### src/rtl/mpu_pkg.sv
// Shared types and default sizing for the MPU matrix register file.
package mpu_pkg;

  localparam int unsigned DEF_FP       = 32;
  localparam int unsigned DEF_M_MAX    = 4;
  localparam int unsigned DEF_N_MAX    = 4;
  localparam int unsigned DEF_NUM_REGS = 8;

  typedef enum logic [1:0] {
    IDLE  = 2'd0,
    LOAD  = 2'd1,
    STORE = 2'd2
  } regfile_state_e;

  typedef enum logic [1:0] {
    ERR_NONE  = 2'd0,
    ERR_SIZE  = 2'd1,
    ERR_EMPTY = 2'd2,
    ERR_BUSY  = 2'd3
  } regfile_err_e;

endpackage

### src/rtl/mpu_matrix_index_gen.sv
// Row/column index generator for row-major or column-major matrix walks.
// i_clr zeroes both indices; i_en advances by one element; o_last flags (m-1, n-1).
module mpu_matrix_index_gen #(
  parameter int unsigned MW = 3,
  parameter int unsigned NW = 3
) (
  input  logic          clk,
  input  logic          rst,
  input  logic          i_clr,
  input  logic          i_en,
  input  logic          i_transpose,
  input  logic [MW-1:0] i_m,
  input  logic [NW-1:0] i_n,
  output logic [MW-1:0] o_i,
  output logic [NW-1:0] o_j,
  output logic          o_last
);

  logic [MW-1:0] r_i;
  logic [NW-1:0] r_j;
  logic          w_i_end;
  logic          w_j_end;

  assign w_i_end = (r_i == i_m - MW'(1));
  assign w_j_end = (r_j == i_n - NW'(1));
  assign o_i     = r_i;
  assign o_j     = r_j;
  assign o_last  = w_i_end & w_j_end;

  // Advance the fast index and carry into the slow one on wrap.
  always_ff @(posedge clk or negedge rst) begin
    if (!rst) begin
      r_i <= '0;
      r_j <= '0;
    end else if (i_clr) begin
      r_i <= '0;
      r_j <= '0;
    end else if (i_en) begin
      if (i_transpose) begin
        if (w_i_end) begin
          r_i <= '0;
          r_j <= r_j + NW'(1);
        end else begin
          r_i <= r_i + MW'(1);
        end
      end else begin
        if (w_j_end) begin
          r_j <= '0;
          r_i <= r_i + MW'(1);
        end else begin
          r_j <= r_j + NW'(1);
        end
      end
    end
  end

endmodule

### src/rtl/mpu_matrix_regfile.sv
// Multi-register matrix file: row-major load/store streams with valid/ready.
// Optional column-major readout is enabled by defining MPU_REGFILE_TRANSPOSE_EN.
module mpu_matrix_regfile
  import mpu_pkg::*;
#(
  parameter int unsigned FP       = DEF_FP,
  parameter int unsigned M_MAX    = DEF_M_MAX,
  parameter int unsigned N_MAX    = DEF_N_MAX,
  parameter int unsigned NUM_REGS = DEF_NUM_REGS,
  localparam int unsigned AW = $clog2(NUM_REGS),
  localparam int unsigned MW = $clog2(M_MAX + 1),
  localparam int unsigned NW = $clog2(N_MAX + 1)
) (
  input  logic          clk,
  input  logic          rst,
  input  logic          load_start_in,
  input  logic [AW-1:0] load_addr_in,
  input  logic [MW-1:0] load_m_in,
  input  logic [NW-1:0] load_n_in,
  input  logic          load_valid_in,
  input  logic [FP-1:0] load_data_in,
  output logic          load_ready_out,
  input  logic          store_start_in,
  input  logic [AW-1:0] store_addr_in,
  input  logic          store_transpose_in,
  output logic          store_valid_out,
  output logic [FP-1:0] store_data_out,
  output logic          store_last_out,
  input  logic          store_ready_in,
  output logic [MW-1:0] store_m_out,
  output logic [NW-1:0] store_n_out,
  output logic          busy_out,
  output logic          err_out,
  output logic [1:0]    err_code_out
);

  localparam int unsigned IW = $clog2(M_MAX);
  localparam int unsigned JW = $clog2(N_MAX);

  regfile_state_e r_state, w_state_d;
  regfile_err_e   r_err_code, w_code_d;
  logic           r_err, w_err_d;

  logic [FP-1:0]       r_mem [NUM_REGS][M_MAX][N_MAX];
  logic [NUM_REGS-1:0] r_valid;
  logic [MW-1:0]       r_m_tab [NUM_REGS];
  logic [NW-1:0]       r_n_tab [NUM_REGS];

  logic [AW-1:0] r_laddr, r_saddr;
  logic [MW-1:0] r_lm, r_sm;
  logic [NW-1:0] r_ln, r_sn;

  logic          w_size_ok, w_load_acc, w_store_acc, w_lwr, w_sadv, w_sv;
  logic          w_stranspose;
  logic [MW-1:0] w_li, w_si;
  logic [NW-1:0] w_lj, w_sj;
  logic          w_llast, w_slast;

`ifdef MPU_REGFILE_TRANSPOSE_EN
  logic r_stranspose;

  // Readout order is frozen at store start.
  always_ff @(posedge clk or negedge rst) begin
    if (!rst) begin
      r_stranspose <= 1'b0;
    end else if (w_store_acc) begin
      r_stranspose <= store_transpose_in;
    end
  end

  assign w_stranspose = r_stranspose;
`else
  logic w_unused_transpose;
  assign w_unused_transpose = store_transpose_in;
  assign w_stranspose       = 1'b0;
`endif

  assign w_size_ok = (load_m_in != '0) && (load_m_in <= MW'(M_MAX)) &&
                     (load_n_in != '0) && (load_n_in <= NW'(N_MAX));
  assign w_sv      = (r_state == STORE);
  assign w_lwr     = (r_state == LOAD) & load_valid_in;
  assign w_sadv    = w_sv & store_ready_in;

  mpu_matrix_index_gen #(.MW(MW), .NW(NW)) u_load_idx (
    .clk         (clk),
    .rst         (rst),
    .i_clr       (w_load_acc),
    .i_en        (w_lwr),
    .i_transpose (1'b0),
    .i_m         (r_lm),
    .i_n         (r_ln),
    .o_i         (w_li),
    .o_j         (w_lj),
    .o_last      (w_llast)
  );

  mpu_matrix_index_gen #(.MW(MW), .NW(NW)) u_store_idx (
    .clk         (clk),
    .rst         (rst),
    .i_clr       (w_store_acc),
    .i_en        (w_sadv),
    .i_transpose (w_stranspose),
    .i_m         (r_sm),
    .i_n         (r_sn),
    .o_i         (w_si),
    .o_j         (w_sj),
    .o_last      (w_slast)
  );

  // Start arbitration, error reporting and state transitions.
  always_comb begin
    w_state_d   = r_state;
    w_err_d     = 1'b0;
    w_code_d    = ERR_NONE;
    w_load_acc  = 1'b0;
    w_store_acc = 1'b0;
    unique case (r_state)
      IDLE: begin
        if (load_start_in) begin
          if (w_size_ok) begin
            w_load_acc = 1'b1;
            w_state_d  = LOAD;
            if (store_start_in) begin
              // Load wins; the concurrent store is dropped.
              w_err_d  = 1'b1;
              w_code_d = ERR_BUSY;
            end
          end else begin
            w_err_d  = 1'b1;
            w_code_d = ERR_SIZE;
          end
        end else if (store_start_in) begin
          if (r_valid[store_addr_in]) begin
            w_store_acc = 1'b1;
            w_state_d   = STORE;
          end else begin
            w_err_d  = 1'b1;
            w_code_d = ERR_EMPTY;
          end
        end
      end
      LOAD: begin
        if (load_start_in || store_start_in) begin
          w_err_d  = 1'b1;
          w_code_d = ERR_BUSY;
        end
        if (w_lwr && w_llast) begin
          w_state_d = IDLE;
        end
      end
      STORE: begin
        if (load_start_in || store_start_in) begin
          w_err_d  = 1'b1;
          w_code_d = ERR_BUSY;
        end
        if (w_sadv && w_slast) begin
          w_state_d = IDLE;
        end
      end
      default: w_state_d = IDLE;
    endcase
  end

  // State, error pulse, transfer context and per-register tags.
  always_ff @(posedge clk or negedge rst) begin
    if (!rst) begin
      r_state    <= IDLE;
      r_err      <= 1'b0;
      r_err_code <= ERR_NONE;
      r_valid    <= '0;
      r_laddr    <= '0;
      r_lm       <= '0;
      r_ln       <= '0;
      r_saddr    <= '0;
      r_sm       <= '0;
      r_sn       <= '0;
      for (int k = 0; k < NUM_REGS; k++) begin
        r_m_tab[k] <= '0;
        r_n_tab[k] <= '0;
      end
    end else begin
      r_state    <= w_state_d;
      r_err      <= w_err_d;
      r_err_code <= w_code_d;
      if (w_load_acc) begin
        r_laddr                <= load_addr_in;
        r_lm                   <= load_m_in;
        r_ln                   <= load_n_in;
        // Invalidate up front so an interrupted load leaves nothing readable.
        r_valid[load_addr_in]  <= 1'b0;
      end
      if (w_lwr && w_llast) begin
        r_valid[r_laddr] <= 1'b1;
        r_m_tab[r_laddr] <= r_lm;
        r_n_tab[r_laddr] <= r_ln;
      end
      if (w_store_acc) begin
        r_saddr <= store_addr_in;
        r_sm    <= r_m_tab[store_addr_in];
        r_sn    <= r_n_tab[store_addr_in];
      end
    end
  end

  // Element storage, deliberately not reset.
  always_ff @(posedge clk) begin
    if (w_lwr) begin
      r_mem[r_laddr][w_li[IW-1:0]][w_lj[JW-1:0]] <= load_data_in;
    end
  end

  assign load_ready_out  = (r_state == LOAD);
  assign busy_out        = (r_state != IDLE);
  assign store_valid_out = w_sv;
  assign store_data_out  = w_sv ? r_mem[r_saddr][w_si[IW-1:0]][w_sj[JW-1:0]] : '0;
  assign store_last_out  = w_sv & w_slast;
  assign store_m_out     = w_sv ? (w_stranspose ? MW'(r_sn) : r_sm) : '0;
  assign store_n_out     = w_sv ? (w_stranspose ? NW'(r_sm) : r_sn) : '0;
  assign err_out         = r_err;
  assign err_code_out    = r_err_code;

endmodule

### config.mk
export PLATFORM = sky130hd
export DESIGN_NAME = mpu_matrix_regfile
export DESIGN_NICKNAME = d
export VERILOG_FILES = /design/src/rtl/mpu_pkg.sv /design/src/rtl/mpu_matrix_index_gen.sv /design/src/rtl/mpu_matrix_regfile.sv
export SDC_FILE = /design/constraint.sdc
export NUM_CORES = 2
export LEC_CHECK = 0
export CAP_MARGIN = 5
export CELL_PAD_IN_SITES_DETAIL_PLACEMENT = 2
export CELL_PAD_IN_SITES_GLOBAL_PLACEMENT = 2
export CORE_MARGIN = 5
export CORE_UTILIZATION = 50
export DETAILED_ROUTE_END_ITERATION = 8
export HOLD_SLACK_MARGIN = 0.06
export PLACE_DENSITY_LB_ADDON = 0.05
export SLEW_MARGIN = 25
export SYNTH_ARGS = -nofsm -noshare
export SYNTH_HDL_FRONTEND = slang
export SYNTH_SLANG_ARGS = --single-unit
### constraint.sdc
create_clock -name clk -period 4.4 [get_ports clk]
set_clock_uncertainty 0.05 [all_clocks]
set_input_delay 0.88 -clock clk [delete_from_list [all_inputs] [get_ports clk]]
set_output_delay 0.88 -clock clk [all_outputs]
set_load 0.1 [all_outputs]
==> flow_metrics.py, run 1 <==
metrics = {
    "outcome": {
        "outcome": "stopped before the end",
        "stop_stage": "detailed placement",
        "firstError": "[ERROR DPL-0033] detailed placement checks failed during check placement.",
    },
    "synth": {
        "synth_top_family_by_area": "multiplexers",
        "synthCells": 7729,
        "netlist_area_sq_um": 160000,
        "yosysWarnings": 0,
        "synth_ff_type": "edfxtp_1",
        "synth_nets": 7798,
        "synth_edf_count": 4096,
        "yosys-mux-area-fraction": 0.145,
        "synth_top_cell_area_share": 0.768,
        "synth-seq-area-share": 0.782,
        "synthArstFlopShare": 0.0217,
        "synthSimpleGateAreaFrac": 0.0256,
        "synth.avg_cell_area_sq_um": 20.7,
        "synth_area_leaders": "edfxtp_1 (77%), mux4_2 (9.6%), mux2i_1 (4.5%), a22oi_1 (1.8%), dfrtp_1 (1.4%)",
        "synth_seq_cells": 4187,
        "synth.distinct_cells": 51,
        "yosysTopAreaCell": "edfxtp_1",
        "synth-xor-area-share": 0.00113,
        "synth-compound-area-share": 0.0314,
        "synth_fa_ha_area_frac": 0.00141,
    },
    "place": {
        "io_buffers": 94,
        "gp_congestion": 0.796,
        "dp_hpwl_microns": 331000,
    },
    "floorplanning": {
        "rows": 207,
        "die_w_microns": 576,
        "ios": 96,
        "initial_core_util": 0.503,
        "dieHeight_microns": 576,
    },
}
==> per-stage QoR <==
stage | hold WS [ns] | std cells | cell area (sq um)
floorplan | 0.412 | 7729 | 160000
global placement | 0.434 | 12275 | 174000
==> synthesized netlist by cell type (4+ instances only) <==
library cell,n
mux2_2,57
nand4_1,66
nand3_1,260
ha_1,18
or3_1,5
o21ai_0,26
inv_1,17
or4_1,31
nor2_1,166
and2_1,17
buf_4,14
nor3b_1,4
a21oi_1,80
xnor2_1,13
edfxtp_1,4096
mux2i_1,724
dfrtp_1,91
buf_6,14
o211ai_1,62
nand3b_1,4
nand2_1,234
clkbuf_1,242
nor4_1,37
o22ai_1,128
o31a_1,32
and3_1,10
nand2b_1,4
nor2b_1,7
buf_2,147
a22oi_1,383
xor2_1,5
buf_1,28
nor3_1,6
mux4_2,681
==> kinds of logic after synthesis <==
group,count (synthesis)
compound gates,721
xor+xnor,19
fa+ha+maj,18
buf+inv,463
flops,4187
mux,1462
simple gates,859
==> inputs of run 2 (changes only) <==
Settings changed: CELL_PAD_IN_SITES_DETAIL_PLACEMENT 2 to not set, CELL_PAD_IN_SITES_GLOBAL_PLACEMENT 2 to not set, CORE_UTILIZATION 50 to 40, HOLD_SLACK_MARGIN 0.06 to not set, PLACE_DENSITY_LB_ADDON 0.05 to 0.15.
==> run 2 against run 1 <==
The flow now finishes, with violations (negative setup slack). Synthesized cell count unchanged. Synthesized area unchanged.
==> flow_metrics.py, run 2 <==
metrics = {
    "finish": {
        "syn_to_final_growth_pct": 19.8,
        "final_cells": 14234,
        "final_common_cell": "edfxtp_1",
        "drive_gt1_frac": 0.286,
        "n_fill_cell": 32573,
        "layout_common_cells": "edfxtp_1 (4096), mux2i_1 (724), mux4_2 (681)",
        "multi_input_area_sq_um": 34800,
        "seq_area_sq_um": 125000,
        "largest_register_ffs": 4096,
        "nets": 8666,
    },
    "synth": {
        "synth_ff_type": "edfxtp_1",
        "synthArstFlopShare": 0.0217,
        "synth_most_common_cell": "edfxtp_1",
        "synthCells": 7729,
        "synth_seq_cells": 4187,
        "yosysTopAreaCell": "edfxtp_1",
        "synth_top_cell_area_share": 0.768,
        "yosysWarnings": 0,
        "synth.avg_cell_area_sq_um": 20.7,
        "synth_commonest_cells": "edfxtp_1 (4096), mux2i_1 (724), mux4_2 (681), a22oi_1 (383), nand3_1 (260)",
        "synth_edf_count": 4096,
        "synth.distinct_cells": 51,
        "netlist_area_sq_um": 160000,
        "synth_nets": 7798,
        "synth-seq-area-share": 0.782,
        "synth_area_leaders": "edfxtp_1 (77%), mux4_2 (9.6%), mux2i_1 (4.5%), a22oi_1 (1.8%), dfrtp_1 (1.4%)",
    },
    "critical_path": {
        "cp.required_ns": 3.47,
        "critPathTopFamily": "compound AO/OA/AOI/OAI gates",
        "critPathMaxFanout": 12,
        "path_cells": "buf_12 > buf_16 > buf_16 > mux4_2 > a22oi_1 > nand2_2 > or4_4 > o31a_1 > buf_12",
        "crit_path_end_kind": "output port",
        "arrival_ns": 4.36,
        "worst_r2r_endpoint": "r_mem[7][489]$_DFFE_PP_",
        "ff2ff_path_depth": 7,
        "cp_num_cells": 9,
        "rr_startpoint": "r_state[1]$_DFFE_PN0P_",
        "rrSetupSlack_ns": 1.29,
        "slowest_stage": "or4_4",
        "critPathKind": "reg2out",
        "cpPeakStageDelay_ns": 0.56,
        "path_buf_inv": 4,
        "worst_setup_path_start_kind": "register",
    },
    "power_and_ir_drop": {
        "combPwrFrac": 0.222,
        "p_int_mw": 73.5,
        "switchingPower_mw": 29.2,
        "ir_drop_v": 0.000484,
        "swShare": 0.284,
        "power.share.clock": 0.345,
        "power_density_nw_per_um2": 535,
        "p_leak_nw": 58.8,
        "seq_power_share": 0.433,
    },
    "floorplanning": {
        "initial_core_util": 0.401,
        "die_w_microns": 643,
        "core_region_area_sq_um": 399000,
        "die_area_sq_um": 413000,
        "ios": 96,
        "dieHeight_microns": 643,
        "rows": 232,
    },
    "min_path": {
        "holdPathEnd": "r_mem[0][500]$_DFFE_PP_",
        "min_delay_path_depth": 1,
        "holdCritPathClass": "in2reg",
        "hp-start": "load_data_in[20]",
    },
    "routing": {
        "antenna_left": 0,
        "drt-initial-drc-count": 9066,
        "wirelength_microns": 471000,
        "vias": 81871,
        "via_per_inst": 5.75,
        "wire_per_inst_microns": 33.1,
        "dr.pass1.iters": 6,
        "drc": 0,
    },
    "global_routing": {
        "grt_use_total": 0.221,
        "grt_max_degree": 101,
        "antenna_found_initial": 26,
        "grt_overflow": 0,
        "grt_pass1_vias": 83589,
        "grt_pass1_wl_microns": 649000,
    },
    "sta": {
        "max_freq_mhz": 189,
        "maxSlewHeadroom": 0.277,
        "hold_violations": 0,
        "period_share": 1.20,
        "setup_viol": 32,
        "rsz0062_at_grt": "yes",
        "tightest_slew_ns": 1.09,
        "period_minus_slack_ns": 5.29,
        "worst_slack_ns": -0.888,
        "slew_violations": 0,
        "hold_ws_ns": 0.295,
        "tns_ns": -26.72,
    },
    "clock_tree": {
        "cts_buffers": 437,
        "cts_tree": "done",
        "ctsLongestPathBuffers": 4,
        "htree_levels": 5,
        "clkLatencyLatePin_ns": 0.98,
        "root_buffer": "clkbuf_16",
        "clk_pin_slew_ns": 0.06,
        "cts.sinks": 4187,
    },
    "run": {
        "cap_violations": 0,
    },
    "place": {
        "io_buffers": 94,
        "pre_cts_slack_ns": -0.270,
        "gp_congestion": 0.806,
        "dp_hpwl_microns": 264000,
        "dp.cells": 13332,
    },
    "outcome": {
        "outcome": "finished with violations",
        "failed_checks": "negative setup slack",
    },
}
==> run 2: cell counts after synthesis <==
No cell type changed its count.
==> run 2: logic make-up after synthesis <==
| group | Yosys count | synth area share |
|---|---|---|
| AO/OA/AOI/OAI | 721 | 0.0315 |
| buffers and inverters | 463 | 0.0130 |
| adder cells (fa/ha/maj) | 18 | 0.00141 |
| flip-flops | 4187 | 0.782 |
| multiplexers | 1462 | 0.145 |
| XOR/XNOR | 19 | 0.00113 |
| AND/OR/NAND/NOR | 859 | 0.0256 |
==> run 2: cell type report <==
type                       count  share of cell area
antenna                       11            0.000144
clock buffer                 547              0.0601
clock inverter               253              0.0112
inverter                      17            0.000333
multi-input combinational   3079               0.182
sequential                  4187               0.653
tap                         5265              0.0344
timing repair buffer         875              0.0589
==> run 2: stage by stage <==
step / total power, mW / cell area [sq um] / utilization
floorplan: 55.5 / 160000 / -
global placement: 66.3 / 175000 / 0.439
detailed placement: 66.4 / 175000 / 0.439
CTS: 103 / 191000 / 0.478
global route: 106 / 192000 / 0.480
finish: 103 / 192000 / 0.480
==> run 2: worst register-to-register path: cells and delay by family, from the launching register on <==
family / cells / cell delay [ns]
adders and majority gates: 1 / 0.42
and+or+nand+nor: 3 / 0.83
DFF: 1 / 0.40
buffers and inverters: 3 / 0.96
==> run 2: worst max path at each step <==
stage / to / startpoint / slack (ns)
floorplan: store_data_out[0] / r_state[0]$_DFFE_PN0P_ / 0.56
global placement: store_data_out[16] / r_saddr[0]$_DFFE_PN0P_ / -0.33
detailed placement: store_data_out[26] / r_saddr[0]$_DFFE_PN0P_ / -0.27
CTS: store_data_out[0] / r_saddr[0]$_DFFE_PN0P_ / -0.97
global route: store_data_out[8] / r_saddr[0]$_DFFE_PN0P_ / -0.95
finish: store_data_out[1] / r_saddr[0]$_DFFE_PN0P_ / -0.89
==> run 2: timing repair <==
action | 4_1_cts | 5_1_grt
gates resized for setup | 261 | 122
cloned | 16 | 16
buffers inserted | 39 | 37
hold buffers | 1 | 0
pin swaps | 66 | 57
hold endpoints to repair | 61 | 0
setup endpoints to repair | 32 | 32
==> run 2: metal layers <==
layer	GRT usage	wire [microns]
met3	0.0312	30700
met4	0.0663	15200
met5	0	27
met2	0.367	232000
met1	0.304	193000
==> run 2: power by group through the flow <==
stage	Combinational, mW	Clock, mW	Sequential, mW
after global placement	21.0	0	45.2
after CTS	22.5	36.1	44.4
after floorplan	10.4	0	45.2
after global routing	23.7	37.8	44.4
after detailed placement	21.2	0	45.3
final	22.8	35.4	44.4
(Power assumes the default switching activity.)
